File: src/rtl/counter_defs.sv
// Shared definitions for the counter_ctrl sequencer and its counter_core datapath.
package counter_defs;

  typedef enum logic [1:0] {
    ST_IDLE  = 2'd0,
    ST_CLEAR = 2'd1,
    ST_RUN   = 2'd2,
    ST_HOLD  = 2'd3
  } state_t;

  localparam int unsigned DEFAULT_WIDTH  = 5;
  localparam int unsigned DEFAULT_WRAP_W = 8;

endpackage

File: src/rtl/counter_core.sv
// WIDTH-bit up-counter datapath; synchronous clear takes priority over enable.
module counter_core
  import counter_defs::*;
#(
  parameter int unsigned WIDTH = DEFAULT_WIDTH
) (
  input  logic             clk,
  input  logic             reset_n,
  input  logic             clr,
  input  logic             en,
  output logic [WIDTH-1:0] q
);

  always_ff @(posedge clk or negedge reset_n) begin
    if (!reset_n) begin
      q <= '0;
    end else if (clr) begin
      q <= '0;
    end else if (en) begin
      q <= q + 1'b1;
    end
  end

endmodule

File: src/rtl/counter_ctrl.sv
// Start/pause/stop sequencer for counter_core with terminal latch, done pulse and wrap tally.
// Optional tick prescaler is built when COUNTER_PRESCALE_EN is defined.
module counter_ctrl
  import counter_defs::*;
#(
  parameter int unsigned WIDTH  = DEFAULT_WIDTH,
  parameter int unsigned WRAP_W = DEFAULT_WRAP_W
`ifdef COUNTER_PRESCALE_EN
  , parameter int unsigned PRESCALE_W = 4
`endif
) (
  input  logic                  clk,
  input  logic                  reset_n,
  input  logic                  start,
  input  logic                  pause,
  input  logic                  stop,
  input  logic                  periodic,
  input  logic [WIDTH-1:0]      term_cnt,
`ifdef COUNTER_PRESCALE_EN
  input  logic [PRESCALE_W-1:0] prescale,
`endif
  output logic [WIDTH-1:0]      count,
  output logic                  busy,
  output logic                  done,
  output logic [WRAP_W-1:0]     wrap_cnt,
  output logic [1:0]            state_dbg
);

  state_t           state, state_next;
  logic [WIDTH-1:0] term_q;
  logic             periodic_q;
  logic             ctr_clr, ctr_en;
  logic             term_evt;
  logic             latch_en;
  logic             wrap_clr;
  logic             tick;

  counter_core #(.WIDTH(WIDTH)) u_core (
    .clk    (clk),
    .reset_n(reset_n),
    .clr    (ctr_clr),
    .en     (ctr_en),
    .q      (count)
  );

  // Commands: stop beats pause beats tick in every busy state; start is only seen in IDLE.
  always_comb begin
    state_next = state;
    ctr_clr    = 1'b0;
    ctr_en     = 1'b0;
    term_evt   = 1'b0;
    latch_en   = 1'b0;
    wrap_clr   = 1'b0;
    case (state)
      ST_IDLE: begin
        if (start && !stop) begin
          latch_en   = 1'b1;
          state_next = ST_CLEAR;
        end
      end
      ST_CLEAR: begin
        if (stop) begin
          state_next = ST_IDLE;
        end else begin
          ctr_clr    = 1'b1;
          wrap_clr   = 1'b1;
          state_next = pause ? ST_HOLD : ST_RUN;
        end
      end
      ST_RUN: begin
        if (stop) begin
          state_next = ST_IDLE;
        end else if (pause) begin
          state_next = ST_HOLD;
        end else if (tick) begin
          if (count != term_q) begin
            ctr_en = 1'b1;
          end else begin
            term_evt = 1'b1;
            if (periodic_q) begin
              ctr_clr = 1'b1;
            end else begin
              state_next = ST_IDLE;
            end
          end
        end
      end
      ST_HOLD: begin
        if (stop) begin
          state_next = ST_IDLE;
        end else if (!pause) begin
          state_next = ST_RUN;
        end
      end
      default: state_next = ST_IDLE;
    endcase
  end

  always_ff @(posedge clk or negedge reset_n) begin
    if (!reset_n) begin
      state <= ST_IDLE;
    end else begin
      state <= state_next;
    end
  end

  always_ff @(posedge clk or negedge reset_n) begin
    if (!reset_n) begin
      term_q     <= '0;
      periodic_q <= 1'b0;
    end else if (latch_en) begin
      term_q     <= term_cnt;
      periodic_q <= periodic;
    end
  end

  always_ff @(posedge clk or negedge reset_n) begin
    if (!reset_n) begin
      done <= 1'b0;
    end else begin
      done <= term_evt;
    end
  end

  // Tally sticks at all-ones once saturated until the next run clears it.
  always_ff @(posedge clk or negedge reset_n) begin
    if (!reset_n) begin
      wrap_cnt <= '0;
    end else if (wrap_clr) begin
      wrap_cnt <= '0;
    end else if (term_evt && (wrap_cnt != {WRAP_W{1'b1}})) begin
      wrap_cnt <= wrap_cnt + 1'b1;
    end
  end

`ifdef COUNTER_PRESCALE_EN
  logic [PRESCALE_W-1:0] presc_q;
  logic                  presc_step;

  // prescale is live; >= keeps the divider sane if it is lowered mid-run.
  assign tick       = (presc_q >= prescale);
  assign presc_step = (state == ST_RUN) && !stop && !pause;

  always_ff @(posedge clk or negedge reset_n) begin
    if (!reset_n) begin
      presc_q <= '0;
    end else if (state == ST_CLEAR) begin
      presc_q <= '0;
    end else if (presc_step) begin
      presc_q <= tick ? '0 : presc_q + 1'b1;
    end
  end
`else
  assign tick = 1'b1;
`endif

  assign busy      = (state != ST_IDLE);
  assign state_dbg = state;

endmodule

File: config.mk
export PLATFORM = sky130hd
export DESIGN_NAME = counter_ctrl
export DESIGN_NICKNAME = d
export VERILOG_FILES = /design/src/rtl/counter_defs.sv /design/src/rtl/counter_core.sv /design/src/rtl/counter_ctrl.sv
export SDC_FILE = /design/constraint.sdc
export NUM_CORES = 1
export LEC_CHECK = 0
export CAP_MARGIN = 20
export CORE_MARGIN = 5
export CORE_UTILIZATION = 55
export DETAILED_ROUTE_END_ITERATION = 7
export DONT_BUFFER_PORTS = 1
export PLACE_DENSITY = 0.7
export SLEW_MARGIN = 20
export SYNTH_ARGS = -nofsm -noshare
export SYNTH_HDL_FRONTEND = slang
export SYNTH_SLANG_ARGS = --single-unit
File: constraint.sdc
create_clock -name clk -period 5.1 [get_ports clk]
set_input_delay 1.275 -clock clk [delete_from_list [all_inputs] [get_ports clk]]
set_output_delay 1.275 -clock clk [all_outputs]
set_load 0.01 [all_outputs]
======== Word level (Yosys, flattened, before mapping) ========
Cells that the tools add are included.
word-level totals
  bits in registers ....................... 22
  input port bits ......................... 11
operators by class
  $add $sub $neg .......................... 2
  eq/ne operators ......................... 9
  mux-type cells .......................... 31
  reductions and logical operators ........ 8
operators by type and width
  kind                 count
  $mux 1               17
  $mux 2               8
  $mux 8               2
  $mux 5               2
  $add 8x1->8 const B  1
  $ne 4x4->1 const B   2
  $ne 8x8->1 const B   1
  $pmux 2 s4           1
  $reduce_bool 2->1    3
  $add 5x1->5 const B  1
  $ne 5x5->1           1
  $eq 2x2->1 const B   2
  $reduce_and 4->1     1
  $ne 3x3->1 const B   1
  $eq 2x1->1 const B   1
  $logic_and 1x1->1    2
  $logic_not 2->1      1
  $ne 2x2->1 const B   1
  $pmux 1 s2           1
  $logic_not 1->1      1

======== Depth between registers and ports, before layout ========
Gate-level depths: netlist of run 1.
  word-level depth ........................ 8
  gate-level depth with buffers ........... 7
  mapped depth without buffers ............ 7

======== By module ========
Synthesis of run 1 repeated with hierarchy kept, for this count alone.
second synthesis, totals
  cell total of the unflattened synthesis .. 127
  area total of the unflattened synthesis .. 1318.8 um2
by module, submodules not included
  module        instances  cells each  area each (um2)
  counter_ctrl  1          105         1066.0
  counter_core  1          22          252.7

======== Least setup slack after synthesis of run 1 ========
No wires, ideal clock.
  kind .................................... input to register
  start ................................... input pause
  end ..................................... register wrap_cnt[1]
  library setup time ...................... 0.130 ns
  arrival ................................. 2.435 ns
  required time ........................... 4.970 ns
  setup slack ............................. 2.535 ns
  cell stages on the path ................. 5
  cells stage by stage .................... nor3b_1 -> o21ai_0 -> nor3_1 -> mux2i_1 -> nor2_1
on the way
  longest elaborated chain between the ends .. 5
ends and longest elaborated chain
  item                         line                 text
  start: declaration           counter_ctrl.sv:15   input logic pause,
  $mux 1                       counter_ctrl.sv:73   end else if (pause) begin
  $mux 1                       counter_ctrl.sv:71   if (stop) begin
  $mux 1                       counter_ctrl.sv:54   case (state)
  $logic_and 1x1->1            counter_ctrl.sv:131  end else if (term_evt && (wrap_cnt != {WRAP_W{1'b1}})) begin
  $reduce_bool 2->1 (no line)  --
  end signal: assignment       counter_ctrl.sv:132  wrap_cnt <= wrap_cnt + 1'b1;
  end: declaration             counter_ctrl.sv:25   output logic [WRAP_W-1:0] wrap_cnt,
Every way passes these cells.
A chain may end at the register's enable or synchronous reset.

======== Final worst setup path of run 1 ========
Same ends and word-level chain as after synthesis.

==> results of run 1 <==
power by group:
group          switching, mW  internal (mW)  total, mW
clock network         0.0477         0.0275     0.0752
registers             0.0504          0.215      0.265
logic                  0.103         0.0794      0.182
total                  0.201          0.322      0.523
metal layers:
metal,track usage (%),part of all wire [%]
met1,18.27,41
met2,25.41,49
met3,5.287,8.5
met4,4.636,0.81
met5,0,0
cells by family after synthesis:
group	share of synthesized area, %
xor gates and xnor gates	8.705
and+or+nand+nor	17.72
AOI/OAI and AO/OA	11.40
DFF	45.60
adders and majority gates	6.217
muxes	7.254
buffers and inverters	3.108
placed cells by master, fill, tap and decap left out, drive strengths merged, types with 3 or more instances in the layout:
cell | Yosys | routed
clkbuf | 3 | 3
dfrtp | 22 | 22
inv | 6 | 6
xor2 | 3 | 3
nand2 | 3 | 3
ha | 6 | 6
and4 | 3 | 3
o21ai | 7 | 7
nor4 | 4 | 4
nor2 | 13 | 13
mux2 | 6 | 6
xnor2 | 9 | 9
state kept, by name (all words and copies together), names as in the netlist:
| register | cells |
|---|---|
| done | 1 |
| periodic_q | 1 |
| state_dbg | 2 |
| term_q | 5 |
| u_core.q | 5 |
| wrap_cnt | 8 |
cell type report:
type	count	area (um2)
Tap cell	28	35.03
Multi-Input combinational cell	85	619.3
Clock buffer	3	22.52
Fill cell	196	898.4
Inverter	6	22.52
Sequential cell	22	550.5
stage by stage:
stage	setup WS (ns)	utilization, %	cell area [um2]	total power [mW]
after floorplan	2.535	-	1207	0.4145
after global placement	2.315	57.13	1227	0.4420
after detailed placement	2.213	57.13	1227	0.4513
after CTS	2.562	58.18	1250	0.5266
after global routing	2.349	58.18	1250	0.5664
final	2.527	58.18	1250	0.5228
how the worst min path moves through the flow:
stage	startpoint	endpoint	slack, ns	cells after the start
final	term_q[0]$_DFFE_PN0P_	term_q[0]$_DFFE_PN0P_	0.54	1
after global routing	term_q[1]$_DFFE_PN0P_	term_q[1]$_DFFE_PN0P_	0.57	1
after CTS	term_q[0]$_DFFE_PN0P_	term_q[0]$_DFFE_PN0P_	0.54	1
after detailed placement	term_q[0]$_DFFE_PN0P_	term_q[0]$_DFFE_PN0P_	0.52	1
after global placement	term_q[1]$_DFFE_PN0P_	term_q[1]$_DFFE_PN0P_	0.52	1
after floorplan	term_q[2]$_DFFE_PN0P_	term_q[2]$_DFFE_PN0P_	0.50	1
==> results.py, run 1 <==
metrics = {
    "routing": {
        "vias_per_cell": 5.993,
        "drc": 0,
        "post_drt_wl_per_cell_um": 16.21,
        "drt_iter0_markers": 21,
        "via_count": 863,
        "drtAntennaViolNets": 0,
        "totalWireLength_mm": 2.334,
        "drtPass1Iterations": 4,
    },
    "worst_setup_path": {
        "r2r_slack_ns": 2.66,
        "cp-startpoint": "pause",
        "crit_cells": 5,
        "startpoint_type": "input pin",
        "regToRegStartpoint": "state_dbg[0]$_DFFE_PN0P_",
        "reg2reg_depth": 7,
        "crit_slowest_cell": "nor3b_1",
        "crit_buf_inv": 0,
        "critPathMaxFanout": 6,
        "cp-end-kind": "flop",
        "cpPeakStageDelay_ns": 0.50,
        "crit_family": "simple AND/OR/NAND/NOR gates",
        "crit_required_ns": 5.27,
        "arrival_ns": 2.75,
        "cp-endpoint": "wrap_cnt[1]$_DFFE_PN0P_",
        "reg2reg_to": "wrap_cnt[1]$_DFFE_PN0P_",
        "worstPathCellList": "nor3b_1 > o21ai_0 > nor3_1 > mux2i_1 > nor2_1",
        "critPathKind": "in2reg",
    },
    "place": {
        "dp_hpwl_mm": 1.808,
        "dpl.cell_count": 141,
        "io_buffers": 0,
        "gp_congestion": 0.8517,
    },
    "timing": {
        "finClkSkew_ns": 0.006145,
        "hold_ws_ns": 0.5395,
        "setup_viol": 0,
        "worst_slew_pin_slew_ns": 0.8336,
        "rsz0062_at_grt": "no",
        "maxSlewHeadroom_pct": 44.37,
        "finalHoldViolCount": 0,
        "maxSlewViolCount": 0,
        "setup_tns_ns": 0,
        "max_freq_mhz": 388.7,
        "period_share_pct": 50.45,
        "fin_crit_ns": 2.573,
    },
    "synthesis": {
        "synthTopCellsByArea": "dfrtp_1 (46%), xnor2_1 (6.5%), ha_1 (6.2%)",
        "async_flop_share_pct": 100.0,
        "ys_types": 38,
        "syn_area_mm2": 0.001207,
        "synth_cells": 117,
        "ys_ff_latch": 22,
        "avgSynthCellArea_um2": 10.32,
        "ys.warnings.count": 0,
        "synth_top_cell_area_share_pct": 45.60,
        "yosysMostFrequentCell": "dfrtp_1",
        "synth.top_cells.by_count": "dfrtp_1 (22), nor2_1 (13), xnor2_1 (9), o21ai_0 (7)",
        "synth_fp_nets": 134,
        "synth_flop_cell": "dfrtp_1",
        "yosysTopAreaCell": "dfrtp_1",
        "ys_seq_area_share_pct": 45.60,
        "synth_edf_count": 0,
    },
    "final_layout": {
        "instances_no_fill": 144,
        "nets": 135,
        "diodes": 0,
        "syn_to_final_growth_pct": 3.523,
        "drive_gt1_share_pct": 11.21,
    },
    "clock_network": {
        "clkLatencyLatePin_ns": 0.30,
        "ctsResizeCount": 0,
        "htreeDepth": 1,
        "cts_buffers": 3,
        "cts_hold_buf": 0,
        "root_buffer": "clkbuf_4",
        "clockBufferDepth": 2,
        "clk_pin_slew_ns": 0.11,
        "clock_sinks": 22,
        "post_cts.repair.setup_buffers": 0,
        "cts_tree": "built",
    },
    "floorplan": {
        "rows": 17,
        "start_util_pct": 56.20,
        "die_h_um": 56.86,
        "ios": 28,
        "die_w_um": 56.86,
        "dieArea_mm2": 0.003232,
        "coreArea_mm2": 0.002148,
    },
    "status": {
        "status": "complete, no violations",
    },
    "worst_hold_path": {
        "min_path_type": "reg2reg",
    },
    "power_and_ir_drop": {
        "worst_ir_drop_vdd_mv": 0.3255,
        "p_leak_nw": 0.5359,
        "power_density_mw_per_mm2": 418.2,
    },
    "global_route": {
        "grt_overflow": 0,
        "grt_pass1_wl_mm": 3.953,
        "grt_pass1_vias": 867,
        "antenna_found_initial": 0,
        "grtUsageTotal_pct": 15.19,
        "grt_max_degree": 23,
    },
    "flow_run": {
        "cap_violations": 0,
    },
}
Note: power is estimated with default switching activity, not from simulation.
==> inputs of run 2 (changes only) <==
--- a/config.mk
+++ b/config.mk
@@ -10,7 +10,7 @@
 export CORE_UTILIZATION = 55
 export DETAILED_ROUTE_END_ITERATION = 7
 export DONT_BUFFER_PORTS = 1
-export PLACE_DENSITY = 0.7
+export PLACE_DENSITY = 0.73
 export SLEW_MARGIN = 20
 export SYNTH_ARGS = -nofsm -noshare
 export SYNTH_HDL_FRONTEND = slang
==> constraint.sdc (replaced) <==
create_clock -name clk -period 2.22 [get_ports clk]
set_input_delay 0.555 -clock clk [delete_from_list [all_inputs] [get_ports clk]]
set_output_delay 0.555 -clock clk [all_outputs]
set_load 0.01 [all_outputs]
==> run 2 against run 1 <==
  * Clock-buffer cell count is the same
  * Sequential power up 130%
  * Non-clock buffer count grew 5
  * Final area up 3.2%
  * Critical path type is now reg2reg
==> results.py, run 2 (synthesis gave the netlist of run 1 again) <==
metrics = {
    "final_layout": {
        "regArea_um2": 550.5,
        "layout_commonest_cell": "dfrtp_1",
        "diodes": 0,
        "syn_to_final_growth_pct": 6.840,
        "top_register": "wrap_cnt",
        "biggestRegsByFlops": "wrap_cnt: 8 flops, term_q: 5 flops, u_core.q: 5 flops",
        "layout_common_cells": "dfrtp_1 (22), nor2_1 (13), xnor2_1 (9)",
        "multi_input_area_um2": 624.3,
        "nets": 140,
        "largest_register_ffs": 8,
        "drive_gt1_share_pct": 15.70,
        "fill_cells": 180,
        "instances_no_fill": 149,
        "fin_util_pct": 60.05,
    },
    "timing": {
        "period_share_pct": 90.77,
        "finalHoldViolCount": 0,
        "rsz0062_at_grt": "no",
        "setup_tns_ns": 0,
        "setup_viol": 0,
        "maxSlewHeadroom_pct": 68.38,
        "maxSlewViolCount": 0,
        "fin_crit_ns": 2.015,
        "worst_slew_pin_slew_ns": 0.4743,
        "finClkSkew_ns": 0.006137,
        "max_freq_mhz": 496.3,
    },
    "floorplan": {
        "die_h_um": 56.86,
        "dieArea_mm2": 0.003232,
        "ios": 28,
        "die_w_um": 56.86,
        "start_util_pct": 56.20,
        "rows": 17,
        "coreArea_mm2": 0.002148,
    },
    "worst_setup_path": {
        "crit_slowest_cell": "dfrtp_1",
        "arrival_ns": 2.25,
        "cp-end-kind": "flop",
        "r2r_slack_ns": 0.20,
        "critPathKind": "reg2reg",
        "worstPathCellList": "xor2_1 > a221o_1 > or4_4 > or3_1 > a21oi_1",
        "startpoint_type": "flop",
        "reg2reg_depth": 5,
        "crit_family": "simple AND/OR/NAND/NOR gates",
        "cpPeakStageDelay_ns": 0.49,
        "crit_required_ns": 2.45,
        "reg2reg_to": "wrap_cnt[5]$_DFFE_PN0P_",
        "regToRegStartpoint": "u_core.q[0]$_DFFE_PN0P_",
        "crit_buf_inv": 0,
        "critPathMaxFanout": 5,
    },
    "global_route": {
        "grtUsageTotal_pct": 15.60,
        "grt_overflow": 0,
        "grt_pass1_vias": 891,
        "antenna_found_initial": 0,
        "grt_max_degree": 23,
        "grt_pass1_wl_mm": 3.946,
    },
    "routing": {
        "drtAntennaViolNets": 0,
        "drc": 0,
        "vias_per_cell": 5.953,
        "post_drt_wl_per_cell_um": 15.81,
        "drt_iter0_markers": 19,
        "via_count": 887,
        "totalWireLength_mm": 2.356,
        "drtPass1Iterations": 4,
    },
    "power_and_ir_drop": {
        "p_leak_nw": 0.5596,
        "power_density_mw_per_mm2": 978.0,
        "worst_ir_drop_vdd_mv": 0.6368,
        "total_power_mw": 1.262,
    },
    "place": {
        "dpl.cell_count": 145,
        "gp_congestion": 0.8709,
        "io_buffers": 0,
        "dp_hpwl_mm": 1.831,
    },
    "clock_network": {
        "clkLatencyLatePin_ns": 0.30,
        "clockBufferDepth": 2,
        "root_buffer": "clkbuf_4",
        "clock_sinks": 22,
        "clk_pin_slew_ns": 0.11,
        "cts_buffers": 3,
        "cts_tree": "built",
        "post_cts.repair.setup_buffers": 0,
        "htreeDepth": 1,
    },
    "worst_hold_path": {
        "min_path_type": "in2async",
    },
    "flow_run": {
        "cap_violations": 0,
    },
    "status": {
        "status": "complete, no violations",
    },
}
[run 2: cell count changes in the layout (fill, tap and decap cells not counted)]
cell,before,now
buf_2,0,1
o21ai_0,7,6
nor3_1,2,1
buf_4,0,4
nor3_2,0,1
o21ai_1,0,1
[run 2: per-layer routing]
metal  track usage (%)  part of all wire, %  up-vias
met3             4.828                  6.7        6
met2             25.25                   49       28
met4             7.947                  1.8        0
met1             18.51                   42      424
li1                  -                    -      429
met5                 0                    0        -
[run 2: report_power, final]
| group | internal [mW] | switching, mW |
|---|---|---|
| sequential | 0.493 | 0.113 |
| combinational | 0.222 | 0.260 |
| clock | 0.0632 | 0.110 |
| total | 0.779 | 0.483 |
[run 2: area by class of cell]
| type | count | share of cell area (%) |
|---|---|---|
| timing repair buffer | 5 | 2.716 |
| multi-input combinational | 85 | 48.40 |
| sequential | 22 | 42.68 |
| tap | 28 | 2.716 |
| clock buffer | 3 | 1.746 |
| inverter | 6 | 1.746 |
[run 2: how the worst max path moves through the flow]
| stage | startpoint | to | depth (start not counted) |
|---|---|---|---|
| after floorplan | state_dbg[0]$_DFFE_PN0P_ | wrap_cnt[1]$_DFFE_PN0P_ | 7 |
| after global placement | u_core.q[0]$_DFFE_PN0P_ | wrap_cnt[7]$_DFFE_PN0P_ | 5 |
| after detailed placement | u_core.q[0]$_DFFE_PN0P_ | wrap_cnt[5]$_DFFE_PN0P_ | 5 |
| after CTS | state_dbg[0]$_DFFE_PN0P_ | wrap_cnt[1]$_DFFE_PN0P_ | 7 |
| after global routing | state_dbg[0]$_DFFE_PN0P_ | wrap_cnt[4]$_DFFE_PN0P_ | 7 |
| final | u_core.q[0]$_DFFE_PN0P_ | wrap_cnt[5]$_DFFE_PN0P_ | 5 |
[run 2: what timing repair did]
item	CTS	global route
resized for setup	0	2
endpoints found under the hold margin	22	0
hold buffers	1	0
setup endpoints to repair	0	2
[run 2: through the flow]
step	area (um2)	setup WS [ns]	hold WS (ns)
floorplan	1207	0.2085	0.2594
global placement	1257	0.2648	0.2600
global route	1290	0.08078	0.2304
finish	1290	0.2049	0.1906
detailed placement	1257	0.2048	0.2600
CTS	1290	0.1556	0.3936
==> inputs of run 3 (changes only) <==
--- a/config.mk
+++ b/config.mk
@@ -11,6 +11,7 @@
 export DETAILED_ROUTE_END_ITERATION = 7
 export DONT_BUFFER_PORTS = 1
 export PLACE_DENSITY = 0.73
+export RECOVER_POWER = 100
 export SLEW_MARGIN = 20
 export SYNTH_ARGS = -nofsm -noshare
 export SYNTH_HDL_FRONTEND = slang
==> constraint.sdc (replaced) <==
create_clock -name clk -period 1.8 [get_ports clk]
set_input_delay 0.45 -clock clk [delete_from_list [all_inputs] [get_ports clk]]
set_output_delay 0.45 -clock clk [all_outputs]
set_load 0.01 [all_outputs]
==> run 3 against run 2 <==
  * The run now ends with negative setup slack left
  * Largest power group is now combinational logic
  * Critical path type unchanged
  * Final area grew 13%
  * Largest cell class unchanged
  * Global-route usage grew 2.5 points
  * Core utilization grew 8.0 points
==> results.py, run 3 (synthesis gave the netlist of run 1 again) <==
metrics = {
    "timing": {
        "maxSlewHeadroom_pct": 23.31,
        "worst_slew_pin_slew_ns": 1.150,
        "rsz0062_at_grt": "yes",
        "finClkSkew_ns": 0.003929,
        "finalHoldViolCount": 0,
        "max_freq_mhz": 537.3,
        "setup_viol": 2,
        "period_share_pct": 103.4,
        "fin_ws_ns": -0.06105,
        "fin_crit_ns": 1.861,
        "maxSlewViolCount": 0,
    },
    "clock_network": {
        "cts_tree": "built",
        "root_buffer": "clkbuf_4",
        "clock_sinks": 22,
        "clockBufferDepth": 2,
        "cts_buffers": 3,
        "clkLatencyLatePin_ns": 0.31,
        "clk_pin_slew_ns": 0.12,
        "htreeDepth": 1,
    },
    "final_layout": {
        "largest_register_ffs": 8,
        "biggestRegsByFlops": "wrap_cnt: 8 flops, term_q: 5 flops, u_core.q: 5 flops",
        "layout_commonest_cell": "dfrtp_1",
        "instances_no_fill": 170,
        "layout_common_cells": "dfrtp_1 (21), buf_4 (15), nor2_1 (13)",
        "nets": 160,
        "postLayoutCellArea_mm2": 0.001461,
        "top_register": "wrap_cnt",
        "diodes": 0,
        "syn_to_final_growth_pct": 21.04,
        "fin_util_pct": 68.03,
        "drive_gt1_share_pct": 24.65,
    },
    "place": {
        "io_buffers": 0,
        "placed_area_mm2": 0.001399,
        "dp_hpwl_mm": 2.048,
        "dpl.cell_count": 163,
        "gp_congestion": 0.8212,
    },
    "floorplan": {
        "dieArea_mm2": 0.003232,
        "ios": 28,
        "rows": 17,
        "die_w_um": 56.86,
        "start_util_pct": 56.20,
        "coreArea_mm2": 0.002148,
        "die_h_um": 56.86,
    },
    "power_and_ir_drop": {
        "total_power_mw": 1.744,
        "power_density_mw_per_mm2": 1193,
        "worst_ir_drop_vdd_mv": 0.8188,
        "p_leak_nw": 0.6389,
    },
    "global_route": {
        "grt_overflow": 0,
        "antenna_found_initial": 0,
        "use_met2_pct": 29.37,
        "top_usage_layer": "met2",
        "grtUsageTotal_pct": 18.11,
        "met1_usage_pct": 23.49,
        "grt_pass1_vias": 1036,
        "grt_use_met3_pct": 3.908,
        "grt_pass1_wl_mm": 4.609,
        "grt_max_degree": 23,
    },
    "routing": {
        "drc": 0,
        "drtAntennaViolNets": 0,
        "drt_iter0_markers": 26,
        "via_count": 980,
        "totalWireLength_mm": 2.662,
        "drtPass1Iterations": 4,
        "vias_per_cell": 5.765,
        "post_drt_wl_per_cell_um": 15.66,
    },
    "worst_setup_path": {
        "startpoint_type": "flop",
        "cp-startpoint": "u_core.q[0]$_DFFE_PN0P_",
        "arrival_ns": 2.11,
        "critPathKind": "reg2reg",
        "critPathMaxFanout": 4,
        "regToRegStartpoint": "u_core.q[0]$_DFFE_PN0P_",
        "cp-end-kind": "flop",
        "crit_required_ns": 2.05,
    },
    "flow_run": {
        "cap_violations": 0,
    },
    "status": {
        "status": "finished, violations left",
        "violations": "negative setup slack",
    },
    "worst_hold_path": {
        "worstHoldStart": "term_cnt[4]",
        "min_path_type": "in2reg",
    },
}
[run 3: routing by layer]
| metal | share of wire (%) | vias up |
|---|---|---|
| li1 | - | 470 |
| met1 | 41 | 478 |
| met2 | 51 | 28 |
| met3 | 6.2 | 4 |
| met4 | 1.1 | 0 |
| met5 | 0 | - |
[run 3: final cells by class]
class | instances | area (um2)
tap | 28 | 35.03
multi-input combinational | 85 | 658.1
timing repair buffer | 25 | 157.7
inverter | 6 | 22.52
clock buffer | 4 | 36.28
sequential | 22 | 551.8
fill | 171 | 686.9
[run 3: metrics by stage]
stage / TNS [ns] / hold slack (ns) / setup slack [ns]
global placement: -0.007361 / 0.1550 / -0.003862
finish: -0.1142 / 0.2791 / -0.06105
floorplan: -0.1605 / 0.1544 / -0.05870
CTS: -0.2328 / 0.2691 / -0.06910
global route: -1.154 / 0.2706 / -0.1240
detailed placement: -0.1981 / 0.1551 / -0.03740
[run 3: final timing paths]
kind	endpoint	slack, ns	cells after the start
min in group asynchronous	wrap_cnt[5]$_DFFE_PN0P_	0.32	1
max	wrap_cnt[5]$_DFFE_PN0P_	-0.06	5
max in group asynchronous	u_core.q[0]$_DFFE_PN0P_	0.71	1
min	term_q[4]$_DFFE_PN0P_	0.28	1
min reg2reg	term_q[4]$_DFFE_PN0P_	0.55	1
max reg2reg	wrap_cnt[5]$_DFFE_PN0P_	-0.06	5
[run 3: worst max-delay path, stage by stage, from the launching register on]
cell and delay (ns):
dfrtp_2 0.43, xor2_1 0.16, a221o_1 0.27, or4_4 0.50
or3_1 0.32, a21oi_1 0.13
[run 3: power breakdown]
part / switching [mW] / internal (mW) / total (mW)
combinational: 0.426 / 0.346 / 0.772
sequential: 0.0845 / 0.609 / 0.694
clock: 0.154 / 0.124 / 0.278
[run 3: repair_timing]
action	4_1_cts	5_1_grt
endpoints found under the setup margin	6	13
pin swaps	0	3
cloned	0	0
hold buffers	1	0
setup buffers	0	2
gates resized for setup	1	11
hold endpoints to repair	22	0
